$ cat src/rtl/mul3_acc_pkg.sv
// Shared widths and state encoding for the 3x3-product accumulator.
package mul3_acc_pkg;
    localparam int PROD_W = 6;
    localparam int ACC_W  = 10;
    localparam int CNT_W  = 4;

    typedef enum logic {
        ACC  = 1'b0,
        DONE = 1'b1
    } state_t;
endpackage

$ cat src/rtl/acc_add10.sv
// Combinational 10-bit unsigned adder: accumulator plus zero-extended product.
module acc_add10
    import mul3_acc_pkg::*;
(
    input  logic [ACC_W-1:0]  i_a,
    input  logic [PROD_W-1:0] i_b,
    output logic [ACC_W-1:0]  o_sum
);
    assign o_sum = i_a + {{(ACC_W-PROD_W){1'b0}}, i_b};
endmodule

$ cat src/rtl/mul3_prod_acc.sv
// Sums N products from a 3x3 multiplier and holds the result until consumed.
module mul3_prod_acc
    import mul3_acc_pkg::*;
#(
    parameter int N = 4
) (
    input  logic              clk,
    input  logic              rst,
    input  logic              clr,
    input  logic [PROD_W-1:0] prod,
    input  logic              prod_valid,
    output logic              prod_ready,
    output logic [ACC_W-1:0]  sum,
    output logic              sum_valid,
    input  logic              sum_ready
);
    state_t             r_state;
    logic [ACC_W-1:0]   r_acc;
    logic [CNT_W-1:0]   r_cnt;
    logic [ACC_W-1:0]   r_sum;

    state_t             w_state_nxt;
    logic [ACC_W-1:0]   w_acc_nxt;
    logic [CNT_W-1:0]   w_cnt_nxt;
    logic [ACC_W-1:0]   w_sum_nxt;
    logic [ACC_W-1:0]   w_add;
    logic               w_xfer;
    logic               w_last;

    acc_add10 u_add (
        .i_a   (r_acc),
        .i_b   (prod),
        .o_sum (w_add)
    );

    assign prod_ready = (r_state == ACC) && !clr;
    assign sum_valid  = (r_state == DONE);
    assign sum        = r_sum;
    assign w_xfer     = prod_valid && prod_ready;
    assign w_last     = (r_cnt == CNT_W'(N - 1));

    always_comb begin
        w_state_nxt = r_state;
        w_acc_nxt   = r_acc;
        w_cnt_nxt   = r_cnt;
        w_sum_nxt   = r_sum;
        if (clr) begin
            // Abort wins over everything; sum keeps its last value.
            w_state_nxt = ACC;
            w_acc_nxt   = '0;
            w_cnt_nxt   = '0;
        end else begin
            unique case (r_state)
                ACC: begin
                    if (w_xfer) begin
                        if (w_last) begin
                            w_sum_nxt   = w_add;
                            w_acc_nxt   = '0;
                            w_cnt_nxt   = '0;
                            w_state_nxt = DONE;
                        end else begin
                            w_acc_nxt = w_add;
                            w_cnt_nxt = r_cnt + 1'b1;
                        end
                    end
                end
                DONE: begin
                    if (sum_ready) begin
                        w_state_nxt = ACC;
                    end
                end
            endcase
        end
    end

    always_ff @(posedge clk or posedge rst) begin
        if (rst) begin
            r_state <= ACC;
            r_acc   <= '0;
            r_cnt   <= '0;
            r_sum   <= '0;
        end else begin
            r_state <= w_state_nxt;
            r_acc   <= w_acc_nxt;
            r_cnt   <= w_cnt_nxt;
            r_sum   <= w_sum_nxt;
        end
    end
endmodule
$ cat config.mk
export PLATFORM = sky130hd
export DESIGN_NAME = mul3_prod_acc
export DESIGN_NICKNAME = d
export VERILOG_FILES = /design/src/rtl/mul3_acc_pkg.sv /design/src/rtl/acc_add10.sv /design/src/rtl/mul3_prod_acc.sv
export SDC_FILE = /design/constraint.sdc
export NUM_CORES = 1
export LEC_CHECK = 0
export CORE_MARGIN = 5
export CORE_UTILIZATION = 34
export DETAILED_ROUTE_END_ITERATION = 8
export SLEW_MARGIN = 20
export SYNTH_ARGS = -nofsm -noshare
export SYNTH_HDL_FRONTEND = slang
export SYNTH_SLANG_ARGS = --single-unit
$ cat constraint.sdc
create_clock -name clk -period 3.2 [get_ports clk]
set_input_delay 0.32 -clock clk [delete_from_list [all_inputs] [get_ports clk]]
set_output_delay 0.32 -clock clk [all_outputs]
set_load 0.02 [all_outputs]
Word-level counts from Yosys, hierarchy flattened
Index checks and enable logic that the tools add are counted.
- bits in latches: 0
- word-level logic and storage cells: 29
- output and inout port bits: 12
- memory bits (read-only): 0
- memories kept: 0
- input port bits: 11
- register bits: 25
- bits in writable memories: 0
- bitwise operators: 2
- mux-type cells: 13
- shifts and indexed selects: 0
- multiply operators: 0
- reduce and logical (&&, ||, !) cells: 6
- divide/modulo/power cells: 0
- eq/ne operators: 2
- $lt $le $gt $ge: 0
- $add $sub $neg: 2
- operator list (kind ; count):
    $mux W10 ; 4
    $mux W4 ; 4
    $add A10 B6 Y10 ; 1
    $add A4 B1 Y4 const B ; 1
    $eq A4 B2 Y1 const B ; 1
    $mux W1 ; 4
    $reduce_and A4 Y1 ; 1
    $logic_and A1 B1 Y1 ; 2
    $ne A2 B2 Y1 const B ; 1
    $not A1 Y1 ; 2
    $pmux W1 S2 ; 1
    $reduce_and A2 Y1 ; 1
    $reduce_bool A2 Y1 ; 1
    $logic_not A1 Y1 ; 1

Depth between registers and ports, before layout
Gate-level depths: netlist of the first run.
- depth in word-level cells: 6
- depth in mapped cells: 8
- mapped depth without buffers: 8

Hierarchy
A second synthesis of the first run with hierarchy kept.
- cell total of the unflattened synthesis: 121
- area total of the unflattened synthesis: 1355.0 sq um
- by module, submodules not included (module ; seq. area each (sq um) ; instances ; cells each ; area an instance (sq um)):
    mul3_prod_acc ; 625.6 ; 1 ; 70 ; 997.2
    acc_add10 ; 0.0 ; 1 ; 51 ; 357.8

Worst setup path before layout of the first run
OpenSTA, ideal clock, no wires.
- path type: register to register
- from: reg r_acc[0]
- to: reg r_sum[8], in the netlist sum[8]
- slack: 1.429 ns
- cell stages (with the launch flop): 9
- path buffers: 0
- library setup time: 0.132 ns
- data arrival time: 1.638 ns
- clock period less this slack: 1.771 ns
- required time: 3.068 ns
- cell sequence: dfrtp_1 > ha_1 > inv_1 > fa_1 > nor2b_1 > o31ai_1 > a211oi_1 > xnor2_1 > o21ai_0
- longest elaborated chain between the ends: 1
- ends and longest elaborated chain (what ; RTL line ; text):
    start, declared ; mul3_prod_acc.sv:18 ; logic [ACC_W-1:0] r_acc;
    start signal, assigned ; mul3_prod_acc.sv:84 ; r_acc <= w_acc_nxt;
    $add A10 B6 Y10 ; acc_add10.sv:9 ; assign o_sum = i_a + {{(ACC_W-PROD_W){1'b0}}, i_b};
    end signal, assigned ; mul3_prod_acc.sv:86 ; r_sum <= w_sum_nxt;
    end, declared ; mul3_prod_acc.sv:20 ; logic [ACC_W-1:0] r_sum;
No other way between the ends.
A chain may end at the register's enable or synchronous reset.

Final worst setup path of the first run
- from: in prod[0]
- to: reg r_sum[8], in the netlist sum[8]
- longest elaborated chain between the ends: 1
- ends and longest elaborated chain (what ; RTL line ; text):
    start, declared ; mul3_prod_acc.sv:10 ; input logic [PROD_W-1:0] prod,
    $add A10 B6 Y10 ; acc_add10.sv:9 ;
No other way between the ends.

==> results of run 1 <==
==> worst paths after layout <==
kind,from,endpoint
worst max-delay path,prod[0],sum[8]
worst min-delay path,sum[9],sum[9]
worst max register to register,r_acc[0],sum[8]
worst min register to register,sum[9],sum[9]
max in group asynchronous,rst,sum[3]
min in group asynchronous,rst,sum[9]
==> cell families (layout without fill, tap and decap cells) <==
family	Yosys count	in the layout	share of synthesized area, %
DFF	25	25	48.31
muxes	4	4	3.478
and+or+nand+nor	41	41	14.98
buffers and inverters	8	32	2.415
adders and majority gates	8	8	8.309
xor gates and xnor gates	7	7	4.734
AOI/OAI and AO/OA	38	38	17.78
==> through the flow <==
stage,hold slack [ns],setup slack [ns]
3_3_place_gp,0.4642,0.8661
5_1_grt,0.5152,0.9573
2_1_floorplan,0.3473,1.429
4_1_cts,0.4942,1.091
3_5_place_dp,0.4731,0.8152
6_report,0.4845,1.090
==> worst min-delay path, delay by kind of cell (launching register included) <==
family,cells,cell delay (ns)
AOI/OAI and AO/OA,1,0.06
DFF,1,0.35
and+or+nand+nor,1,0.04
==> cell usage after synthesis (2+ instances only) <==
master,n,share of area [%]
nand2_1,16,4.6
nand2b_1,3,1.4
a22o_1,4,2.7
nand3_1,4,1.5
inv_1,5,1.4
dfrtp_1,25,48
a21oi_1,6,2.3
xor2_1,3,2.0
nor3_1,3,1.2
clkbuf_1,2,0.58
nor2b_1,2,0.97
o31ai_1,2,1.2
nor2_1,7,2.0
o21ai_1,2,0.77
or3_1,2,0.97
o21ai_0,14,5.4
a31oi_1,3,1.4
xnor2_1,4,2.7
ha_1,7,6.8
mux2_2,4,3.5
a211oi_1,2,1.2
==> cell type report <==
class	instances	area, µm²
clock buffers	3	41.29
clock inverters	1	5.005
fillers	365	2072
inverters	5	18.77
multi-input cells	98	638.1
flip-flops and latches	25	625.6
well taps	48	60.06
repair buffers	23	227.7
==> layer usage <==
layer,GRT usage [%],share of wire [%],vias up,wire length (µm)
met5,0,0,-,0
met4,2.505,0.89,0,23
met3,1.964,2.9,4,75
met2,18.16,47,14,1219
met1,14.48,49,455,1264
li1,-,-,511,-
==> sequential cells by signal, summed over array words and instances, names as in the netlist <==
| signal | count |
|---|---|
| r_cnt | 4 |
| sum | 10 |
| r_acc | 10 |
| sum_valid | 1 |
==> power breakdown <==
part | total, mW | internal [mW] | switching, mW
clock network | 0.185 | 0.0870 | 0.0984
registers | 0.380 | 0.351 | 0.0290
logic | 0.216 | 0.106 | 0.111
total | 0.782 | 0.544 | 0.238
==> summary.md, run 1 <==
| Metric | Value |
|---|---|
| LEAKAGE | 0.7077 nW |
| Chip Width | 71.72 µm |
| WP data required | 3.33 ns |
| Synth Register Bits | 25 |
| Overall power | 0.7822 mW |
| Final Hold Violating Endpoints | 0 |
| Worst Hold Depth | 2 |
| Slew at the pin closest to its max-slew limit | 0.9404 ns |
| Rel. slew slack | 37.24% |
| Delay-heaviest family, CP | adder cells |
| Setup TNS | 0 ns |
| Rows | 22 |
| Core area | 3689 µm² |
| Syn Area/Cell | between 9 and 10 µm² |
| Initial Utilization | between 30% and 40% |
| Vias | between 900 and 1,000 |
| Root Driver | clkbuf_8 |
| First-pass GRT wire length | about 4.6 mm |
| Max cap viols | 0 |
| Final Max Slew Viols | 0 |
| Antenna violations before repair | 0 |
| Via/cell ratio | 4.847 |
| Final setup fails | 0 |
| Wire length per cell | 12.72 µm |
| Clock latency on the worst-skew pair | roughly 0.26 ns |
| Die height | between 70 and 80 µm |
| Power Density | ~480 nW/µm² |
| CTS max path bufs | 2 |
| Synthesized cell area | 1295 µm² |
| Final instance area | 1617 µm² |
| Async SR Flop Fraction | 100.0% |
| Final Wtd Congestion | a little over 0.8 |
| Area grow syn2layout | 24.83% |
| Critical path's slowest cell | clkdlybuf4s50_1 |
| Port Buffers | 22 |
| Routed wire length | 2.583 mm |
| Largest net degree at the start of global routing | 26 |
| First-pass DRT Iterations | 4 |
| Syn nets | 150 |
| Antenna Nets Post-Route | 0 |
| Clk slew on worst S/H paths | 0.09 ns |
| Synth Instances | 131 |
| Nets | 175 |
| Non-Filler Instances | about 200 |
| Synth warnings | 0 |
| CTS tree | yes |
| Remaining global-route overflow | 0 |
| WS Path Type | input pin to flip-flop |
| Number of gates resized after CTS | 0 |
| Number of synthesized flops with an enable pin | 0 |
| Distinct cells, synth | 32 |
| Min-delay worst type | flip-flop to flip-flop |
| Crit start category | input pin |
| Final core utilization | 43.83% |
| Cell Area, Placed | 1570 µm² |
| FMAX | ~470 MHz |
| Worst Reg-to-Reg Cells | 8 |
| Register area share after synthesis | 48.31% |
| Drt initial violations | 30 |
| Critical Path Sink Type | flip-flop |
| Layout cells sized above 1 | 5.806% |
| Final min period | 2.110 ns |
| Cell count along the critical path | 9 |
| CP peak stage delay | 0.46 ns |
| Peak supply drop | 0.1800 mV |
| Number of inserted diodes | 0 |
| Most common cell after layout, fill and taps aside | dfrtp_1 |
| DRC viols | 0 |
| Crit share post-route | 65.92% |
| H-tree lvl count | 1 |
| Status | finished clean |
| Most used DFF post-synth | dfrtp_1 |
| Die area | 5143 µm² |
| Hold buffers post-CTS | 0 |
| Data arrival, critical path | between 2 and 2.5 ns |
| Crit-path cells | clkdlybuf4s50_1, ha_1, inv_1, fa_1, nor2b_1, o31ai_1, a211oi_1, xnor2_1, o21ai_0 |
| Post-CTS Setup Inserts | 0 |
| CTS sink count | 25 |
| Most frequent cells in the layout | 25 x dfrtp_1, 22 x clkdlybuf4s50_1, 16 x nand2_1 |
| Global-route usage over all layers | a little over a tenth |
| WP buf/inv | 2 |
| Clock Skew | 0.001295 ns |
| Cells after DPL | a little under 200 |
| Post-DP HPWL | 1.963 mm |
| Vias in the first global route | 1,046 |
| I/O pin cnt | 23 |
| Unrepaired setup endpoints after global routing | false |
| R2R setup slack | 1.26 ns |
| TritonCTS Buffers | 3 |
| Crit path max fanout | 3 |
No activity file was read; power rests on OpenSTA's default activity.
==> run 2: changes to the inputs <==
- clock period: 3.2 -> 1.8 ns (I/O delays scaled with it)
==> run 2 against run 1 <==
Net effect: the flow now finishes with violations (setup timing); worst setup slack got worse by 1.1 ns; final cell count increased by 4.9%; routed wire length rose by 8.7%; count of clock-buffer cells in the layout up 1; utilization rose by 3.9 points; power is 89% higher; register-to-register slack got worse by 1.3 ns; combinational power rose by 120%; largest power group unchanged.
==> summary.md, run 2 (same netlist as run 1, synthesis figures left out) <==
| Metric | Value |
|---|---|
| Initial Utilization | 35.11% (unchanged) |
| Crit-path cells | ha_1, nor3b_1, or3_1, or3_1, nand3_1 |
| Via/cell ratio | 5.056 (+4.3%) |
| Largest net degree at the start of global routing | 26 (unchanged) |
| Global-route usage over all layers | 11.34% (+0.50 points) |
| FMAX | 551.9 MHz |
| Port Buffers | 22 (unchanged) |
| CTS sink count | 25 (unchanged) |
| Data arrival, critical path | 2.02 ns (-0.22 ns) |
| Clock latency on the worst-skew pair | 0.27 ns (about the same) |
| Final min period | 1.812 ns |
| Worst Reg-to-Reg Cells | 5 (-3) |
| Final Hold Violating Endpoints | 0 (unchanged) |
| Crit share post-route | 100.7% |
| Antenna violations before repair | 0 (unchanged) |
| CTS max path bufs | 2 (unchanged) |
| Antenna Nets Post-Route | 0 (unchanged) |
| I/O pin cnt | 23 (unchanged) |
| First-pass GRT wire length | 4.747 mm (+3.5%) |
| Slew at the pin closest to its max-slew limit | 0.7899 ns (-0.1505 ns) |
| Root Driver | clkbuf_8 |
| PnR worst setup slack | -0.01202 ns (-1.102 ns) |
| Non-Filler Instances | 213 (+4.9%) |
| DRC viols | 0 (unchanged) |
| H-tree lvl count | 1 (unchanged) |
| R2R Path End | r_acc[9] |
| Pre-CTS setup slack | -0.3992 ns (-1.214 ns) |
| Peak supply drop | 0.3605 mV (+100%) |
| Rows | 22 (unchanged) |
| Remaining global-route overflow | 0 (unchanged) |
| Max cap viols | 0 (unchanged) |
| WP data required | 2.00 ns (-1.33 ns) |
| Chip Width | 71.72 µm (unchanged) |
| Most common cell after layout, fill and taps aside | dfrtp_1 |
| Critical Path Sink Type | flip-flop |
| Min-delay worst type | input pin to asynchronous set/reset pin |
| Final Max Slew Viols | 0 (unchanged) |
| Core area | 3689 µm² (unchanged) |
| WP buf/inv | 0 (-2) |
| Critical path's slowest cell | dfrtp_1 |
| Cell Area, Placed | 1645 µm² (+4.8%) |
| Drt initial violations | 30 (unchanged) |
| Crit path max fanout | 5 (+2) |
| Rel. slew slack | 47.15% (+9.9 points) |
| TritonCTS Buffers | 3 (unchanged) |
| Delay-heaviest family, CP | simple AND/OR/NAND/NOR gates |
| Power Density | 839.9 nW/µm² (+74%) |
| First-pass DRT Iterations | 4 (unchanged) |
| Violated checks | setup timing |
| Worst Setup SP | r_cnt[0] |
| CP peak stage delay | 0.44 ns (-0.02 ns) |
| Routed wire length | 2.807 mm (+8.7%) |
| Origin of the critical flop-to-flop path | r_cnt[0] |
| Register area | 625.6 µm² (unchanged) |
| Clk slew on worst S/H paths | 0.09 ns (about the same) |
| Die area | 5143 µm² (unchanged) |
| Nets | 185 (+5.7%) |
| Vias | 1,077 (+9.5%) |
| Crit start category | flip-flop |
| Final instance area | 1762 µm² (+9.0%) |
| Cells after DPL | 209 (+5.0%) |
| Layout cells sized above 1 | 16.97% (+11 points) |
| Die height | 71.72 µm (unchanged) |
| R2R setup slack | -0.01 ns (-1.27 ns) |
| Area grow syn2layout | 36.04% |
| Vias in the first global route | 1,066 (+1.9%) |
| Unrepaired setup endpoints after global routing | true |
| WS Path Type | flip-flop to flip-flop |
| Multi-input gate area | 709.4 µm² (+11%) |
| CTS tree | yes |
| Post-DP HPWL | 2.096 mm (+6.8%) |
| Hold buffers post-CTS | 0 (unchanged) |
| Wire length per cell | 13.18 µm (+3.6%) |
| Final setup fails | 1 (+1) |
| Status | finished with violations |
| # fillers | 362 (-0.82%) |
| Clock Skew | 0.004755 ns (+0.003460 ns) |
| LEAKAGE | 0.7656 nW (+8.2%) |
| Post-CTS Setup Inserts | 0 (unchanged) |
| Number of inserted diodes | 0 (unchanged) |
| CP dominant cell by count | or3_1 |
| Final Wtd Congestion | 0.8369 (+2.8%) |
| Most frequent cells in the layout | 25 x dfrtp_1, 22 x clkdlybuf4s50_1, 16 x nand2_1 |
==> run 2: changes by cell type in the layout (fill, tap and decap cells not counted), moves of 2 or more <==
cell      change
ha_1          -2
buf_4        +10
a211oi_1      -2
o21ai_1       +3
o21ai_0       -3
==> run 2: routing by layer <==
layer / vias up / global-route usage [%] / wire length, µm
met2: 24 / 18.88 / 1341
met4: 0 / 3.758 / 36
li1: 533 / - / -
met3: 5 / 2.525 / 141
met1: 515 / 14.51 / 1287
met5: - / 0 / 0
==> run 2: final cells by class <==
class                   count  area share, %
multi-input cells          98          40.27
inverters                   5          1.065
well taps                  48          3.409
clock buffers               4          2.557
repair buffers             33          17.19
flip-flops and latches     25          35.51
==> run 2: how the worst max path moves through the flow <==
stage	endpoint	slack (ns)	cells after the start
final	r_acc[9]	-0.01	5
after CTS	sum[8]	-0.01	9
after detailed placement	r_acc[8]	-0.40	9
after global placement	sum[8]	-0.32	9
after global routing	sum[1]	-0.05	6
after floorplan	sum[8]	0.03	8
==> run 2: metrics by stage <==
stage	hold WS [ns]	power, mW	TNS [ns]	util [%]
6_report	0.2594	1.480	-0.01202	47.76
3_3_place_gp	0.4661	1.099	-2.563	44.61
2_1_floorplan	0.2073	0.9284	0	-
3_5_place_dp	0.4763	1.112	-3.269	44.61
5_1_grt	0.3078	1.563	-0.2933	47.76
4_1_cts	0.2787	1.453	-0.01604	46.47
==> run 2: report_power, final <==
part | internal [mW] | total [mW] | leakage [nW] | switching [mW]
combinational | 0.240 | 0.469 | 0.403 | 0.229
clock | 0.158 | 0.331 | 0.0228 | 0.173
sequential | 0.625 | 0.680 | 0.340 | 0.0548
==> run 2: repair_timing <==
item	in CTS	in global routing
resized for setup	7	11
pin swaps	2	8
setup endpoints to repair	7	13
==> run 2: tightest hold or removal path: cells and delay by family <==
kind / cells / cell delay, ns
buffers and inverters: 3 / 0.75
==> run 3: changes to the inputs <==
- CORE_UTILIZATION: 34 -> 46
- PLACE_DENSITY: default -> 0.74
==> run 3 against run 2 <==
Net effect: the flow now finishes without violations; fmax up 1.6%; routed wire length increased by 6.9%; sequential share of layout area decreased by 1.1 points; final cell count is 4.2% lower; critical path depth increased by 3; combinational power rose by 11%; via count rose by 3.7%; utilization is 19 points higher; largest cell class unchanged.
==> summary.md, run 3 (same netlist as run 1, synthesis figures left out) <==
| Metric | Value |
|---|---|
| Final Hold Violating Endpoints | 0 (unchanged) |
| CTS max path bufs | 2 (unchanged) |
| Final min period | 1.783 ns (-0.02889 ns) |
| Remaining global-route overflow | 0 (unchanged) |
| Critical Path Sink Type | flip-flop |
| Number of inserted diodes | 0 (unchanged) |
| Power Density | 800.0 nW/µm² (-4.8%) |
| Rel. slew slack | 49.00% (+1.9 points) |
| Hold buffers post-CTS | 0 (unchanged) |
| Worst Reg-to-Reg Cells | 8 (+3) |
| Peak supply drop | 0.5719 mV (+59%) |
| Drt initial violations | 66 (+120%) |
| Most common cell after layout, fill and taps aside | dfrtp_1 |
| Vias | 1,117 (+3.7%) |
| Rows | 19 (-14%) |
| Routed wl met3 | 92 µm (-35%) |
| First-pass DRT Iterations | 4 (unchanged) |
| CTS tree | yes |
| CTS sink count | 25 (unchanged) |
| Unrepaired setup endpoints after global routing | true |
| Routed wire length | 3.001 mm (+6.9%) |
| Die height | 63.06 µm (-12%) |
| Via/cell ratio | 5.475 (+8.3%) |
| Pre-CTS setup slack | -0.3929 ns (+0.006257 ns) |
| Layout cells sized above 1 | 25.43% (+8.5 points) |
| Crit start category | flip-flop |
| Metal2 WL | 1.510 mm (+13%) |
| DRC viols | 0 (unchanged) |
| First-pass GRT wire length | 5.009 mm (+5.5%) |
| I/O pin cnt | 23 (unchanged) |
| Clk slew on worst S/H paths | 0.14 ns (+0.05 ns) |
| Data arrival, critical path | 2.00 ns (-0.02 ns) |
| WS Path Type | flip-flop to flip-flop |
| Worst Setup SP | r_acc[0] |
| FMAX | 560.8 MHz (+1.6%) |
| Worst setup path end | sum[8] |
| Antenna Nets Post-Route | 0 (unchanged) |
| Wl on met1 | 1.342 mm (+4.3%) |
| Slew at the pin closest to its max-slew limit | 0.7622 ns (-0.02766 ns) |
| Area grow syn2layout | 40.39% |
| Largest net degree at the start of global routing | 26 (unchanged) |
| Top layer in use | met4 |
| Origin of the critical flop-to-flop path | r_acc[0] |
| Core area | 2734 µm² (-26%) |
| Final Wtd Congestion | 0.9013 (+7.7%) |
| PnR worst setup slack | 0.01687 ns (+0.02889 ns) |
| Final instance area | 1818 µm² (+3.2%) |
| R2R setup slack | 0.02 ns (+0.03 ns) |
| Root Driver | clkbuf_4 |
| Max cap viols | 0 (unchanged) |
| Chip Width | 63.06 µm (-12%) |
| Final setup fails | 0 (-1) |
| H-tree lvl count | 1 (unchanged) |
| Min-delay worst type | input pin to asynchronous set/reset pin |
| Vias in the first global route | 1,130 (+6.0%) |
| Final core utilization | 66.50% (+19 points) |
| Post-DP HPWL | 2.109 mm (+0.62%) |
| R2R Path End | sum[8] |
| Crit share post-route | 99.06% (-1.6 points) |
| Global-route usage over all layers | 15.31% (+4.0 points) |
| LEAKAGE | 0.7958 nW (+3.9%) |
| Most frequent cells in the layout | 25 x dfrtp_1, 22 x clkdlybuf4s50_1, 19 x buf_4 |
| Status | finished clean |
| Antenna violations before repair | 0 (unchanged) |
| Cell Area, Placed | 1677 µm² (+1.9%) |
| Die area | 3977 µm² (-23%) |
| Crit path max fanout | 3 (-2) |
| Initial Utilization | 47.37% (+12 points) |
| TritonCTS Buffers | 3 (unchanged) |
| WP data required | 2.02 ns (+0.02 ns) |
| Nets | 193 (+4.3%) |
| Clock Skew | 0.006504 ns (+0.001750 ns) |
| Clock latency on the worst-skew pair | 0.32 ns (+0.05 ns) |
| Final Max Slew Viols | 0 (unchanged) |
| Wire length per cell | 14.71 µm (+12%) |
| Port Buffers | 22 (unchanged) |
[run 3: cell count changes in the layout (fill, tap and decap cells not counted), moves of 2 or more]
cell,previous run,this run
buf_4,11,19
clkbuf_4,0,3
clkbuf_8,3,0
nand3_1,4,2
nand3_2,0,2
o21ai_1,5,2
[run 3: worst min path at each step]
stage            from       end  slack (ns)  cells after the start
5_1_grt           rst    sum[1]        0.23                      3
4_1_cts           rst    sum[8]        0.20                      3
3_3_place_gp   sum[9]    sum[9]        0.46                      2
2_1_floorplan     rst  r_acc[0]        0.21                      1
6_report          rst    sum[8]        0.19                      3
3_5_place_dp   sum[9]    sum[9]        0.47                      2
[run 3: layer usage]
| layer | vias to the layer above | global-route usage [%] |
|---|---|---|
| li1 | 551 | - |
| met5 | - | 0 |
| met1 | 538 | 19.91 |
| met2 | 22 | 25.13 |
| met3 | 6 | 2.842 |
| met4 | 0 | 5.836 |
[run 3: what timing repair did]
| item | 4_1_cts | 5_1_grt |
|---|---|---|
| pin swaps | 2 | 5 |
| resized for setup | 7 | 18 |
| endpoints found under the setup margin | 8 | 12 |
| buffers inserted | 1 | 0 |
[run 3: through the flow]
stage,total power [mW],std cells,TNS (ns),hold slack (ns)
final,1.454,204,0,0.1940
after global routing,1.533,204,-0.2648,0.2315
after CTS,1.391,204,0,0.2017
after detailed placement,1.131,199,-3.267,0.4699
after global placement,1.118,199,-2.738,0.4600
after floorplan,0.9284,131,0,0.2073
[run 3: report_power, final]
| group | internal [mW] | switching, mW | leakage, nW | total, mW |
|---|---|---|---|---|
| combinational | 0.265 | 0.256 | 0.441 | 0.521 |
| clock | 0.0866 | 0.169 | 0.0150 | 0.256 |
| sequential | 0.625 | 0.0531 | 0.340 | 0.678 |
| total | 0.976 | 0.478 | 0.796 | 1.45 |
[run 3: area by class of cell]
type                       instances  area (µm²)
inverter                           5       18.77
clock buffer                       4       26.28
tap                               31       38.79
sequential                        25       625.6
multi-input combinational         98       745.7
timing repair buffer              41       362.8
fill                             220       915.9
[run 3: critical path: stages, from the launching register on]
cell	delay (ns)
dfrtp_1	0.39
ha_2	0.19
inv_2	0.04
fa_2	0.37
nor2b_4	0.15
o31ai_4	0.08
a211oi_2	0.21
xnor2_1	0.16
o21ai_0	0.10
